**src/rtl/bias_add_stage.sv**
```systemverilog
`default_nettype none
// ============================================================================
// Module   : bias_add_stage
// Purpose  : Two-stage valid/ready pipeline that adds a per-lane bias to
//            adder-tree partial sums and saturates each lane to 18 bits.
//            Define BIAS_RELU_EN to clamp negative lane results to zero.
// Revision : 1.0 - initial release
// ============================================================================
module bias_add_stage #(
    parameter int N_adder_tree = 16,
    parameter int BEATS        = 196
) (
    input  logic                       clk,
    input  logic                       rst,
    input  logic                       in_valid,
    output logic                       in_ready,
    input  logic [N_adder_tree*18-1:0] in_data,
    input  logic [N_adder_tree*18-1:0] bias,
    output logic                       out_valid,
    input  logic                       out_ready,
    output logic [N_adder_tree*18-1:0] out_data,
    output logic                       out_last,
    output logic                       sat_flag
);

    localparam int c_LANE_W = 18;
    localparam int c_SUM_W  = 19;
    localparam int c_VEC_W  = N_adder_tree * c_LANE_W;
    localparam int c_SUMV_W = N_adder_tree * c_SUM_W;
    localparam int c_CNT_W  = (BEATS > 1) ? $clog2(BEATS) : 1;
    localparam logic [c_CNT_W-1:0] c_LAST_IDX = c_CNT_W'(BEATS - 1);

    logic                    w_stall;
    logic                    w_in_xfer;
    logic [c_SUMV_W-1:0]     w_sum;
    logic [c_VEC_W-1:0]      w_sat_data;
    logic [N_adder_tree-1:0] w_lane_ovf;

    logic [c_CNT_W-1:0]      r_cnt;
    logic                    r_s1_valid;
    logic [c_SUMV_W-1:0]     r_s1_sum;
    logic [c_CNT_W-1:0]      r_s1_idx;
    logic                    r_s2_valid;
    logic [c_VEC_W-1:0]      r_s2_data;
    logic [c_CNT_W-1:0]      r_s2_idx;
    logic                    r_s2_ovf;
    logic                    r_sat_flag;

    // The whole pipe freezes while the output beat is refused downstream.
    assign w_stall   = r_s2_valid & ~out_ready;
    assign in_ready  = rst | ~w_stall;
    assign w_in_xfer = in_valid & in_ready;

    generate
        for (genvar k = 0; k < N_adder_tree; k++) begin : g_lane
            logic [c_LANE_W-1:0] w_a;
            logic [c_LANE_W-1:0] w_b;
            logic [c_SUM_W-1:0]  w_s1;
            logic                w_ovf;
            logic [c_LANE_W-1:0] w_clip;

            assign w_a = in_data[c_LANE_W*k +: c_LANE_W];
            assign w_b = bias[c_LANE_W*k +: c_LANE_W];
            assign w_sum[c_SUM_W*k +: c_SUM_W] = {w_a[c_LANE_W-1], w_a} + {w_b[c_LANE_W-1], w_b};

            // A 19-bit sum fits 18 bits only when its top two bits agree.
            assign w_s1   = r_s1_sum[c_SUM_W*k +: c_SUM_W];
            assign w_ovf  = w_s1[c_SUM_W-1] ^ w_s1[c_SUM_W-2];
            assign w_clip = w_ovf ? (w_s1[c_SUM_W-1] ? 18'h20000 : 18'h1FFFF)
                                  : w_s1[c_LANE_W-1:0];
            assign w_lane_ovf[k] = w_ovf;
`ifdef BIAS_RELU_EN
            assign w_sat_data[c_LANE_W*k +: c_LANE_W] = w_clip[c_LANE_W-1] ? '0 : w_clip;
`else
            assign w_sat_data[c_LANE_W*k +: c_LANE_W] = w_clip;
`endif
        end
    endgenerate

    always_ff @(posedge clk) begin
        if (rst) begin
            r_cnt      <= '0;
            r_s1_valid <= 1'b0;
            r_s1_sum   <= '0;
            r_s1_idx   <= '0;
            r_s2_valid <= 1'b0;
            r_s2_data  <= '0;
            r_s2_idx   <= '0;
            r_s2_ovf   <= 1'b0;
            r_sat_flag <= 1'b0;
        end else begin
            if (w_in_xfer) begin
                r_cnt <= (r_cnt == c_LAST_IDX) ? '0 : r_cnt + 1'b1;
            end
            if (!w_stall) begin
                r_s1_valid <= w_in_xfer;
                if (w_in_xfer) begin
                    r_s1_sum <= w_sum;
                    r_s1_idx <= r_cnt;
                end
                r_s2_valid <= r_s1_valid;
                if (r_s1_valid) begin
                    r_s2_data <= w_sat_data;
                    r_s2_idx  <= r_s1_idx;
                    r_s2_ovf  <= |w_lane_ovf;
                end
            end
            // Overflow only; the ReLU clamp never raises the flag.
            if (r_s2_valid && r_s2_ovf) begin
                r_sat_flag <= 1'b1;
            end
        end
    end

    assign out_valid = r_s2_valid;
    assign out_data  = r_s2_data;
    assign out_last  = r_s2_valid & (r_s2_idx == c_LAST_IDX);
    assign sat_flag  = r_sat_flag;

endmodule
`default_nettype wire
```
**config.mk**
```make
export PLATFORM = sky130hd
export DESIGN_NAME = bias_add_stage
export DESIGN_NICKNAME = d
export VERILOG_FILES = /design/src/rtl/bias_add_stage.sv
export SDC_FILE = /design/constraint.sdc
export NUM_CORES = 2
export LEC_CHECK = 0
export ABC_CLOCK_PERIOD_IN_PS = 7650
export CAP_MARGIN = 20
export CORE_MARGIN = 5
export CORE_UTILIZATION = 27
export CTS_BUF_LIST = sky130_fd_sc_hd__clkbuf_8
export DETAILED_ROUTE_END_ITERATION = 8
export PLACE_DENSITY = 0.54
export SLEW_MARGIN = 25
export SYNTH_ARGS = -nofsm -noshare
export SYNTH_HDL_FRONTEND = slang
export SYNTH_SLANG_ARGS = --single-unit
```
**constraint.sdc**
```tcl
create_clock -name clk -period 7.65 [get_ports clk]
set_input_delay 1.53 -clock clk [delete_from_list [all_inputs] [get_ports clk]]
set_output_delay 1.53 -clock clk [all_outputs]
set_load 0.1 [all_outputs]
```
-- Word level (Yosys, flattened, before mapping)
Index checks and enable logic that the tools add are counted.
- flip-flop bits (word level): 620
- input bits: 580
- logic and storage cells: 87
- add/subtract/negate cells: 17
- equality and inequality tests: 2
- muxes and demuxes: 33
- bitwise gates (word level): 22
- reduce and logical (&&, ||, !) cells: 4
- operators by type and width (operator ; number):
    18-bit two-way mux ; 32
    18-bit by 18-bit adder with 19-bit output ; 16
    8-bit == test (second input constant) ; 2
    16-bit OR reduction ; 1
    1-bit bitwise XOR ; 16
    8-bit by 1-bit adder with 8-bit output (second input constant) ; 1
    8-bit two-way mux ; 1
    2-bit AND reduction ; 2
    1-bit bitwise AND ; 3
    1-bit NOT ; 2
    1-bit logical AND ; 1
    1-bit OR ; 1

-- Depth between registers and ports, before layout
- word-level depth: 6
- gate-level depth with buffers: 11
- mapped depth without buffers: 11

-- Least setup slack after synthesis
Ideal clock, no wire load.
- kind: reg2out
- start: register r_s2_valid (netlist: out_valid)
- end: output port out_last
- data arrival time: 4248 ps
- data required time: 6120 ps
- path slack: 1872 ps
- cell stages (with the launch flop): 3
- path through: dfxtp_1 nand3_1 nor4b_1
- word-level cells in the longest chain between the ends: 1
- RTL lines (what ; RTL line ; text):
    from (decl) ; 43 ; logic r_s2_valid;
    from (signal assigned) ; 101 ; r_s2_valid <= r_s1_valid;
    1-bit bitwise AND ; 117 ; assign out_last = r_s2_valid & (r_s2_idx == c_LAST_IDX);
    to (decl) ; 22 ; output logic out_last,
Every way passes these cells.

-- Final worst setup path
- start: input port out_ready
- end: output port in_ready
- word-level cells in the longest chain between the ends: 4
- RTL lines (what ; RTL line ; text):
    from (decl) ; 20 ; input logic out_ready,
    1-bit NOT ; 50 ; assign w_stall = r_s2_valid & ~out_ready;
    1-bit bitwise AND ; 50 ;
    1-bit NOT (no line) ; - ;
    1-bit OR ; 51 ; assign in_ready = rst | ~w_stall;
    to (decl) ; 16 ; output logic in_ready,
Every way passes these cells.

==> flow_summary.json <==
{
  "run_status": "completed",
  "initial_core_util_pct": 27.1,
  "final_min_period_over_clock_period_pct": 67.7,
  "synth.ff_latch_count": 620,
  "timing_worst_slew_pin_value_ns": 1.20,
  "drtPass1Iterations": 7,
  "port_buffers": 871,
  "global_route.overflow_total": 0,
  "layout-drive-gt1-share_pct": 4.61,
  "vias": 36227,
  "startpoint": "out_ready",
  "dieArea_sq_um": 143000,
  "cts_post_setup_buffers_inserted": 0,
  "post_cts.resized_instances": 0,
  "cts_root_buffer": "clkbuf_8",
  "synth.largest_area_cell": "dfxtp_1",
  "first_pass_grt_wire_length_um": 218000,
  "antenna_found_initial": 23,
  "critical_path.reg2reg.startpoint": "out_valid",
  "die_span_in_y_um": 378,
  "maxCapViolations": 0,
  "hpwlAfterDp_um": 114000,
  "grt.met2_usage_pct": 34.5,
  "finalNetCount": 6367,
  "cts.htree.levels": 3,
  "hold_class": "reg -> reg",
  "ios": 872,
  "finalSetupTns_ns": 0,
  "clkSlewWorstSetupHoldPaths_ns": 0.05,
  "worst_endpoint_required_time_ns": 6.12,
  "layout.area.seq_sq_um": 12400,
  "rows": 135,
  "tritoncts_clock_tree": "built",
  "timing_worst_setup_path_type": "in -> out",
  "rsz0062_at_grt": "false",
  "crit-reg2reg-capture": "out_data[36]",
  "vdd.ir_drop.worst_mv": 0.125,
  "synth_warn": 0,
  "yosys_most_used_dff": "dfxtp_1",
  "route.final.wire_length_um": 149000,
  "power.total_uw": 10500,
  "clock_latency_on_the_worst_skew_pair_ns": 0.77,
  "power_per_cell_area_nw_per_um2": 214,
  "grt_use_met1_pct": 23.4,
  "cts_made_buffers": 112,
  "final.fill_count": 14131,
  "postSynthCellCount": 4692,
  "avgRoutedWirePerCell_um": 20.3,
  "timing.slew.headroom_pct": 20.1,
  "cts-root-to-sink-buffers": 3,
  "grt_max_degree": 145,
  "timing.reg2reg.setup_slack_ns": 4.68,
  "post-synth-top-area-fraction_pct": 34.0,
  "cellLeakagePower_uw": 0.0195,
  "synthMostInstantiatedCell": "nand2_1",
  "syn-cell-area_sq_um": 36600,
  "globalRouteMet3Util_pct": 5.18,
  "max_freq_ghz": 0.193,
  "worst_ep_arrival_time_ns": 3.65,
  "avgSynthCellArea_sq_um": 7.79,
  "maxSlewViolCount": 0,
  "reg2reg_depth": 6,
  "placement.cell_area_sq_um": 46700,
  "sequential_share_of_the_synthesized_area_pct": 34.0,
  "grtUsageTotal_pct": 19.7,
  "residual_drc_count": 0,
  "netlist_top_cells_count": "nand2_1, dfxtp_1, a21oi_1",
  "worst-path-max-fanout": 6,
  "post_drt_antenna_nets": 0,
  "syn-num-nets": 5609,
  "hold_viol": 0,
  "grt_pass1_vias": 35268,
  "post-place-ws_ns": 2.47,
  "multi_input_comb_area_sq_um": 22800,
  "synth.area.top_cells": "dfxtp_1, ha_1, a21oi_1",
  "synthDistinctLibCells": 74,
  "setup_viol_count_final": 0,
  "synthArstFlopShare_pct": 0,
  "setup.worst_path.start_class": "input port",
  "layout-area-overhead-vs-synth_pct": 34.3,
  "drt_iter0_markers": 2058,
  "gp_routability_congestion": 0.906,
  "synth_enable_flop_cells": 0,
  "postLayoutCellArea_sq_um": 49100,
  "hold_buf_count_cts": 0,
  "die_w_um": 378,
  "critPathCaptureType": "primary output",
  "finalClockSkew_ns": 0.0550,
  "cts.sink_count": 620,
  "final_period_minus_worst_setup_slack_ns": 5.18,
  "crit_end": "in_ready",
  "fp.coreArea_sq_um": 135000,
  "postLayoutSetupSlackWorst_ns": 2.47,
  "busiest_layer": "met2",
  "via_per_inst": 4.94
}
==> per-stage QoR <==
stage	utilization (%)	hold slack (ns)	instances
after floorplan	-	0.416	4692
after global placement	34.7	0.426	7117
after detailed placement	34.6	0.433	7117
after CTS	36.4	0.446	7315
after global routing	36.4	0.460	7318
final	36.4	0.440	7327
==> worst max-delay path: stages <==
cell	delay, ns
clkdlybuf4s50_1	0.44
nand2b_1	0.30
nor2_1	0.10
inv_1	0.13
clkdlybuf4s50_1	1.15
==> layer usage <==
layer,part of all wire (%),up-vias
met2,49,941
met1,41,17030
met5,0.070,-
li1,-,18032
met4,3.3,16
met3,6.9,208
==> state kept, by name, summed over array words and instances, names as in the netlist <==
register and cells:
out_data 288, out_valid 1, r_cnt 8, r_s1_idx 8
r_s1_sum 304, r_s1_valid 1, r_s2_idx 8, r_s2_ovf 1
sat_flag 1
==> kinds of logic (layout without fill, tap and decap cells) <==
| kind of cell | count (synthesis) | count (layout) | share of synthesized area, % |
|---|---|---|---|
| and+or+nand+nor | 1850 | 1850 | 24.0 |
| AOI/OAI and AO/OA | 1318 | 1318 | 21.7 |
| DFF | 620 | 620 | 34.0 |
| buffers and inverters | 373 | 1215 | 3.83 |
| adders and majority gates | 337 | 337 | 11.9 |
| xor gates and xnor gates | 192 | 192 | 4.60 |
| muxes | 2 | 2 | 0.0616 |
| other | 0 | 12 | 0 |
==> layout make-up <==
class	count	share of cell area, %
Timing Repair Buffer	900	18.1
Sequential cell	620	25.3
Multi-Input combinational cell	3699	46.4
Inverter	117	0.895
Clock buffer	141	3.95
Antenna cell	12	0.0612
Clock inverter	57	0.780
Tap cell	1781	4.54
==> report_power, final <==
| group | total, uW | switching [uW] | internal [uW] |
|---|---|---|---|
| clock | 3270 | 1490 | 1790 |
| sequential | 3670 | 158 | 3510 |
| combinational | 3570 | 2310 | 1260 |
==> layout by cell type (no fill, tap or decap), types with 12 or more instances in the layout <==
master	n
a211oi_1	98
a21o_1	108
a21oi_1	616
a31oi_1	29
and2_1	15
buf_2	23
buf_4	29
clkbuf_8	141
clkdlybuf4s50_1	843
dfxtp_1	620
diode_2	12
fa_1	16
ha_1	321
inv_1	154
nand2_1	705
nand2b_1	291
nand3_1	305
nand4_1	35
nor2_1	240
nor2b_1	42
nor3_1	113
nor3b_1	17
o211ai_1	13
o21a_1	51
o21ai_0	220
o21ai_1	21
o21bai_1	25
o31a_1	12
o31ai_1	20
or3_1	24
xnor2_1	119
xor2_1	73
==> worst min path at each step <==
stage / from / endpoint / slack (ns) / cells after the start
6_report: r_s1_sum[51] / r_s1_sum[51] / 0.44 / 2
5_1_grt: r_s1_sum[141] / r_s1_sum[141] / 0.46 / 2
4_1_cts: r_s1_sum[25] / r_s1_sum[25] / 0.45 / 2
3_5_place_dp: r_s1_sum[51] / r_s1_sum[51] / 0.43 / 2
3_3_place_gp: r_s1_sum[102] / r_s1_sum[102] / 0.43 / 2
2_1_floorplan: r_s1_sum[102] / r_s1_sum[102] / 0.42 / 2
(Power assumes the default switching activity.)
